===== config.mk =====
export PLATFORM = sky130hd
export DESIGN_NAME = fifo_wr_arbiter
export DESIGN_NICKNAME = d
export VERILOG_FILES = /design/src/rtl/fifo_wr_arbiter.sv
export SDC_FILE = /design/constraint.sdc
export NUM_CORES = 1
export LEC_CHECK = 0
export CAP_MARGIN = 10
export CORE_MARGIN = 1
export CORE_UTILIZATION = 45
export DETAILED_ROUTE_END_ITERATION = 10
export HOLD_SLACK_MARGIN = 0.05
export PLACE_DENSITY = 0.9
export SETUP_SLACK_MARGIN = 0.5
export SLEW_MARGIN = 15
export SYNTH_ARGS = -nofsm -noshare
export SYNTH_HDL_FRONTEND = slang
export SYNTH_SLANG_ARGS = --single-unit

===== constraint.sdc =====
create_clock -name clk -period 2.3 [get_ports clk]
set_clock_uncertainty 0.05 [all_clocks]
set_input_delay 0.23 -clock clk [delete_from_list [all_inputs] [get_ports clk]]
set_output_delay 0.23 -clock clk [all_outputs]
set_load 0.005 [all_outputs]

===== src/rtl/fifo_wr_arbiter.sv =====
// Round-robin arbiter that serialises 1- or 2-byte producer frames into an async FIFO write port.
// Define FRAME_HDR_EN to prefix every frame with a header byte {4'hA, len, id[2:0]}.
module fifo_wr_arbiter #(
  parameter int DATA_WIDTH = 8,
  parameter int NUM_REQ    = 2,
  parameter int ID_WIDTH   = $clog2(NUM_REQ)
) (
  input  logic                            clk,
  input  logic                            rst,
  input  logic [NUM_REQ-1:0]              req,
  input  logic [NUM_REQ*2*DATA_WIDTH-1:0] req_data,
  input  logic [NUM_REQ-1:0]              req_len,
  output logic [NUM_REQ-1:0]              ack,
  input  logic                            fifo_full,
  output logic [DATA_WIDTH-1:0]           fifo_wr_data,
  output logic                            fifo_wr_inc,
  output logic                            busy
);

  localparam int PW = 2 * DATA_WIDTH;

`ifdef FRAME_HDR_EN
  typedef enum logic [2:0] {IDLE, HDR, LO, HI, ACK} state_t;
`else
  typedef enum logic [2:0] {IDLE, LO, HI, ACK} state_t;
`endif

  state_t                  state;
  logic [DATA_WIDTH-1:0]   hi_byte;
  logic                    frame_len;
  logic [ID_WIDTH-1:0]     grant;
  logic [ID_WIDTH-1:0]     last_grant;
  logic [ID_WIDTH-1:0]     next_id;
  logic                    req_found;

`ifdef FRAME_HDR_EN
  logic [DATA_WIDTH-1:0]   lo_byte;

  function automatic logic [DATA_WIDTH-1:0] hdr_byte(input logic [ID_WIDTH-1:0] id, input logic len);
    logic [7:0] h;
    h = {4'hA, len, 3'(id)};
    return DATA_WIDTH'(h);
  endfunction
`endif

  // Search starts just past the last grant, so a freshly served requester ranks last.
  always_comb begin
    req_found = 1'b0;
    next_id   = last_grant;
    for (int i = 1; i <= NUM_REQ; i++) begin
      if (!req_found && req[(int'(last_grant) + i) % NUM_REQ]) begin
        req_found = 1'b1;
        next_id   = ID_WIDTH'((int'(last_grant) + i) % NUM_REQ);
      end
    end
  end

  assign busy = (state != IDLE);

`ifdef FRAME_HDR_EN
  assign fifo_wr_inc = (state == HDR || state == LO || state == HI) && !fifo_full;
`else
  assign fifo_wr_inc = (state == LO || state == HI) && !fifo_full;
`endif

  // fifo_wr_data always holds the byte for the current state; it only advances on a real write.
  always_ff @(posedge clk or posedge rst) begin
    if (rst) begin
      state        <= IDLE;
      ack          <= '0;
      fifo_wr_data <= '0;
      hi_byte      <= '0;
      frame_len    <= 1'b0;
      grant        <= '0;
      last_grant   <= ID_WIDTH'(NUM_REQ - 1);
`ifdef FRAME_HDR_EN
      lo_byte      <= '0;
`endif
    end else begin
      ack <= '0;
      case (state)
        IDLE: begin
          if (req_found) begin
            hi_byte    <= req_data[int'(next_id)*PW + DATA_WIDTH +: DATA_WIDTH];
            frame_len  <= req_len[next_id];
            grant      <= next_id;
            last_grant <= next_id;
`ifdef FRAME_HDR_EN
            lo_byte      <= req_data[int'(next_id)*PW +: DATA_WIDTH];
            fifo_wr_data <= hdr_byte(next_id, req_len[next_id]);
            state        <= HDR;
`else
            fifo_wr_data <= req_data[int'(next_id)*PW +: DATA_WIDTH];
            state        <= LO;
`endif
          end
        end
`ifdef FRAME_HDR_EN
        HDR: begin
          if (!fifo_full) begin
            fifo_wr_data <= lo_byte;
            state        <= LO;
          end
        end
`endif
        LO: begin
          if (!fifo_full) begin
            if (frame_len) begin
              fifo_wr_data <= hi_byte;
              state        <= HI;
            end else begin
              ack[grant] <= 1'b1;
              state      <= ACK;
            end
          end
        end
        HI: begin
          if (!fifo_full) begin
            ack[grant] <= 1'b1;
            state      <= ACK;
          end
        end
        ACK:     state <= IDLE;
        default: state <= IDLE;
      endcase
    end
  end

endmodule

==> run metrics <==
drt initial violations=75; chip height=between 50 and 60 um; Crit path depth=6; top cell type's share of synthesized area=0.383; router iterations before antenna repair=4; worst-path cell chain=buf_6 -> ha_4 -> mux2i_4 -> or3_4 -> buf_12 -> o41ai_4; reg-to-reg slack, setup=0.45 ns; Post-Syn Area per Cell=between 9 and 10 sq um; WP buf/inv=2; FMAX=approximately 0.54 GHz; Initial Util=0.474; most instantiated library cell after synthesis=dfrtp_1; Die Wd=58.5 um; GRT Overall Usage=0.243; Core Util, Final=0.708; CP Max Fanout=5; Slew Limit Headroom=0.428; fin worst setup slack=0.450 ns; Worst path slowest cell=dfrtp_2; CTS H-Tree Depth=1; Setup CP Type=reg2reg; global-route wire length before repair=~6.2 mm; area of the core=3030 sq um; Synth Instances=149; CTS Root Cell=clkbuf_4; # nets final=246; Distinct cells, synth=28; min Tclk post-route=1.85 ns; Reg clk slew, reported paths=about 0.13 ns; Final Max Tran Viols=0; clk buf depth=2; Setup crit end=fifo_wr_data[4]; num rows=20; max cap viols=0; Multi-input gate area=857 sq um; CP Launch Type=flop; Tcrit/Tclk final=0.805; share of cells above drive strength 1=0.180; register area share after synthesis=0.402; Final setup viols=0; initial antenna violation count=0; vias per inst=5.64; Filler cells=220; kind of end point of the critical path=flop; status=complete, no violations; grt ovf=0; I/O Buffers=50; Worst Path Arrival=2.01 ns; YS warnings=0; Crit path max-delay family=flip-flops; Crit path required time=2.46 ns; # hold bufs at CTS=0; die area=3420 sq um; main flop type after synthesis=dfrtp_1; Net Count, Synth=194; gpl congestion=just over 0.8; WL/cell=16.5 um; Routed Antenna Nets=0; RSZ-0062 raised after global routing=yes; Final Hold Fails=0; FF+latch count, synth=23; launch point of the worst path=state[0]; pwr dens=between 1000 and 1500 nW/um^2; reg-to-reg endpoint=fifo_wr_data[4]; FF/Latch Area=578 sq um; ANT cells=0; IO Pins=51; slowest stage delay, CP=0.46 ns; Clock Latency Late Sink=0.31 ns; CTS Buf Count=3; dpl hpwl=2.73 mm; EDFF count, synth=0; vias in the first global route=approximately 1400; worst hold path class=in2async; RR Startpoint=state[0]; VDD IR-drop max=a little over 600 uV; Clock Sinks=23; wirelength, routed=4.04 mm; Residual DRC=0; leading area contributor after synthesis=dfrtp_1; Leakage=roughly 0.85 nW; Mapped Area=1440 sq um; Worst Reg-to-Reg Cells=6; Area Growth Syn to Fin=49.3%; Async S/R FF share, synth=1.00; top cells by area, synth=dfrtp_1 (38%), o41ai_2 (9.1%), ha_1 (5.2%), nor2b_1 (5.2%), o31ai_1 (4.7%); top post-synthesis cells by count=dfrtp_1 (22), nor2_1 (14), nor2b_1 (12); Worst-Margin Slew=0.857 ns; CTS tree=yes; largest net degree at the start of global routing=26; Vias=1377; post-place setup slack=-0.0627 ns
power breakdown:
| part | internal, mW | switching (mW) | leakage [nW] |
|---|---|---|---|
| combinational | 0.908 | 0.849 | 0.569 |
| sequential | 0.619 | 0.144 | 0.269 |
| clock | 0.0676 | 0.120 | 0.0150 |
| total | 1.59 | 1.11 | 0.852 |
flip-flops by register name, summed over array words and instances, names as in the netlist:
signal        cells
ack               2
fifo_wr_data      8
frame_len         1
grant             1
hi_byte           8
last_grant        1
state             2
logic make-up after synthesis:
group,count (synthesis),share of synthesized area
AOI/OAI and AO/OA,48,0.272
adders and majority gates,6,0.0523
buffers and inverters,21,0.0688
DFF,23,0.402
muxes,3,0.0244
and+or+nand+nor,48,0.181
per-layer routing:
metal,up-vias,track usage,routed length (um)
met1,622,0.321,1670
met2,84,0.392,1940
li1,655,-,-
met5,-,0,0
met4,0,0.122,151
met3,16,0.0352,272
final cells by class:
cell class	instances	share of cell area
Clock buffer	4	0.0123
Inverter	6	0.0105
Multi-Input combinational cell	105	0.400
Sequential cell	23	0.270
Tap cell	44	0.0257
Timing Repair Buffer	62	0.282
per-stage QoR:
step | setup TNS, ns | cells | total power, mW | cell area, sq um | hold slack (ns)
6_report | 0 | 244 | 2.71 | 2140 | 0.325
5_1_grt | 0 | 244 | 2.89 | 2140 | 0.433
4_1_cts | 0 | 244 | 2.59 | 2100 | 0.354
3_5_place_dp | -0.107 | 233 | 2.18 | 1970 | 0.396
3_3_place_gp | 0 | 233 | 2.09 | 1970 | 0.391
2_1_floorplan | 0 | 149 | 1.73 | 1460 | 0.181
timing repair:
item	4_1_cts	5_1_grt
pin swaps	5	2
endpoints found under the setup margin	23	13
setup buffers	7	0
gates resized for setup	9	9
how the worst min path moves through the flow:
stage	from	slack, ns	endpoint	cells past startpoint
after CTS	rst	0.35	ack[0]	2
final	rst	0.33	ack[0]	2
after detailed placement	grant	0.40	ack[0]	1
after floorplan	rst	0.18	ack[0]	1
after global routing	req_data[30]	0.43	hi_byte[6]	3
after global placement	grant	0.39	ack[0]	1
cell usage in the layout (no fill, tap or decap), types with 2 or more instances in the layout:
master           synthesis  routed
clkdlybuf4s50_1          0      48
dfrtp_1                 22      21
nor2_1                  14      14
nor2b_1                 12      10
buf_4                    0      10
nand3_1                  9       9
o21ai_0                  9       9
a31oi_1                  9       9
a211oi_1                 8       8
nor4_1                   8       8
o31ai_1                  9       8
o41ai_2                  8       5
inv_1                    6       4
ha_1                     6       4
o41ai_4                  0       3
clkbuf_4                 0       3
nand2b_1                 2       2
inv_2                    0       2
a21oi_1                  2       2
ha_4                     0       2
(Power assumes the default switching activity.)
==> RTL edit, RTL diff (same flow settings) <==
Add a define of `FRAME_HDR_EN`.
--- a/src/rtl/fifo_wr_arbiter.sv
+++ b/src/rtl/fifo_wr_arbiter.sv
@@ -1,5 +1,7 @@
 // Round-robin arbiter that serialises 1- or 2-byte producer frames into an async FIFO write port.
 // Define FRAME_HDR_EN to prefix every frame with a header byte {4'hA, len, id[2:0]}.
+`define FRAME_HDR_EN
+
 module fifo_wr_arbiter #(
   parameter int DATA_WIDTH = 8,
   parameter int NUM_REQ    = 2,
Formal check against the unedited RTL: not equivalent (Yosys sat finds a counterexample within 4 cycles, from zero or initial values and one cycle with rst high).
==> RTL edit against the unedited design <==
- count of clock-buffer cells in the layout rose by 2
- cell area is 6.8% higher
- total power is 3.1% higher
- register-to-register slack better by 140 ps
- sequential cell count up 9
- routed wire length shrank 10%
- non-clock buffer count is the same
- global-route usage shrank 3.9 points
- worst hold slack lost 120 ps
- setup slack improved by 22 ps
- area after synthesis grew 13%
- cell count rose by 6.1%
- clock power increased by 120%
==> RTL edit: results (changes against the unedited design) <==
INFO  metric status = complete, no violations (unchanged)
INFO  metric critical_path_arrival = 1550 ps (was 2010 ps)
INFO  metric global_routing_met3_resource_utilization = 6.25% (was 3.52%)
INFO  metric number_of_clock_buffers_in_the_layout = 6 (was 4)
INFO  metric pwr-share-comb = 49.4% (was 64.9%)
INFO  metric multi_input_cells = 109 (was 105)
INFO  metric cts_setup_buffers = 6 (was 7)
INFO  metric place.gp.congestion = 0.737 (was 0.830)
INFO  metric cts-resized-gates = 5 (was 9)
INFO  metric met2RoutedLength = 1810 um (was 1940 um)
INFO  metric seqCellArea = 806 um^2 (was 578 um^2)
INFO  metric p_sw_share = 36.5% (was 41.1%)
INFO  metric pin_count_of_the_biggest_net_entering_global_routing = 37 (was 26)
INFO  metric grt_use_met2 = 32.7% (was 39.2%)
INFO  metric initialDrtViolationCount = 40 (was 75)
INFO  metric inverters = 2 (was 6)
INFO  metric clock_buffer_and_inverter_area_fraction_after_layout = 3.33% (was 1.23%)
INFO  metric clock_power = 0.419 mW (was 0.187 mW)
INFO  metric crit_path_max_incr_delay = 530 ps (was 460 ps)
INFO  metric hpwlAfterDp = 2410 um (was 2730 um)
INFO  metric multi_input_area_share = 32.8% (was 40.0%)
INFO  metric layout-drive-gt1-share = 15.5% (was 18.0%)
INFO  metric detailroute.wirelength.met3 = 157 um (was 272 um)
INFO  metric layout.buffer.nonclock.area_share = 25.8% (was 28.2%)
INFO  metric numCtsBuffers = 5 (was 3)
INFO  metric nFillCells = 253 (was 220)
INFO  metric areaGrowthSynthToFinish = 40.7% (was 49.3%)
INFO  metric cts.clk_slew.worst_paths = 100 ps (was 130 ps)
INFO  metric numClockSinks = 32 (was 23)
INFO  metric slew_headroom = 65.0% (was 42.8%)
INFO  metric worst_path_max_delay_cell = clkdlybuf4s50_1 (was dfrtp_2)
INFO  metric synth_sequential_area_ratio = 49.3% (was 40.2%)
INFO  metric drt-met1-wl = 1610 um (was 1670 um)
INFO  metric path_depth_of_the_worst_reg2reg_path = 4 (was 6)
INFO  metric placement.setup.worst_slack = 182 ps (was -62.7 ps)
INFO  metric synthesized_area_per_cell = 10.6 um^2 (was 9.64 um^2)
INFO  metric grtUsageTotal = 20.4% (was 24.3%)
INFO  metric nNetsFinal = 251 (was 246)
INFO  metric post_dp_cell_area = 2140 um^2 (was 1970 um^2)
INFO  metric syn_nets = 192 (was 194)
INFO  metric synth_cells = 153 (was 149)
INFO  metric power.leakage = 1.01 nW (was 0.852 nW)
RTL edit: cell count changes after synthesis, sizes merged, moves of 9 or more:
cell,change
dfrtp,+9
mux2i,+14
nand2,+19
nand3,-9
nor2b,-9
o21ai,+9
o31ai,-9
RTL edit: cells by family (layout without fill, tap and decap cells):
| kind of cell | count (synthesis) | in the layout | share of synthesized area (%) |
|---|---|---|---|
| simple gates | 46 | 46 | 14.4 |
| flops | 32 | 32 | 49.3 |
| compound gates | 43 | 43 | 17.8 |
| buf+inv | 12 | 72 | 5.46 |
| mux | 20 | 20 | 13.1 |
RTL edit: worst max-delay path: cells and delay by family, from the launching register on:
kind	cells	cell delay, ps
buf+inv	1	530
flops	1	440
simple gates	2	230
RTL edit: path summary, 6_finish.rpt:
kind / start / end / slack (ps)
max reg2reg: state[2] / fifo_wr_data[4] / 590
min: rst / hi_byte[3] / 210
max in group asynchronous: rst / last_grant / 1680
min in group clk: fifo_full / state[0] / 290
max: state[1] / fifo_wr_inc / 470
min reg2reg: grant / ack[0] / 410
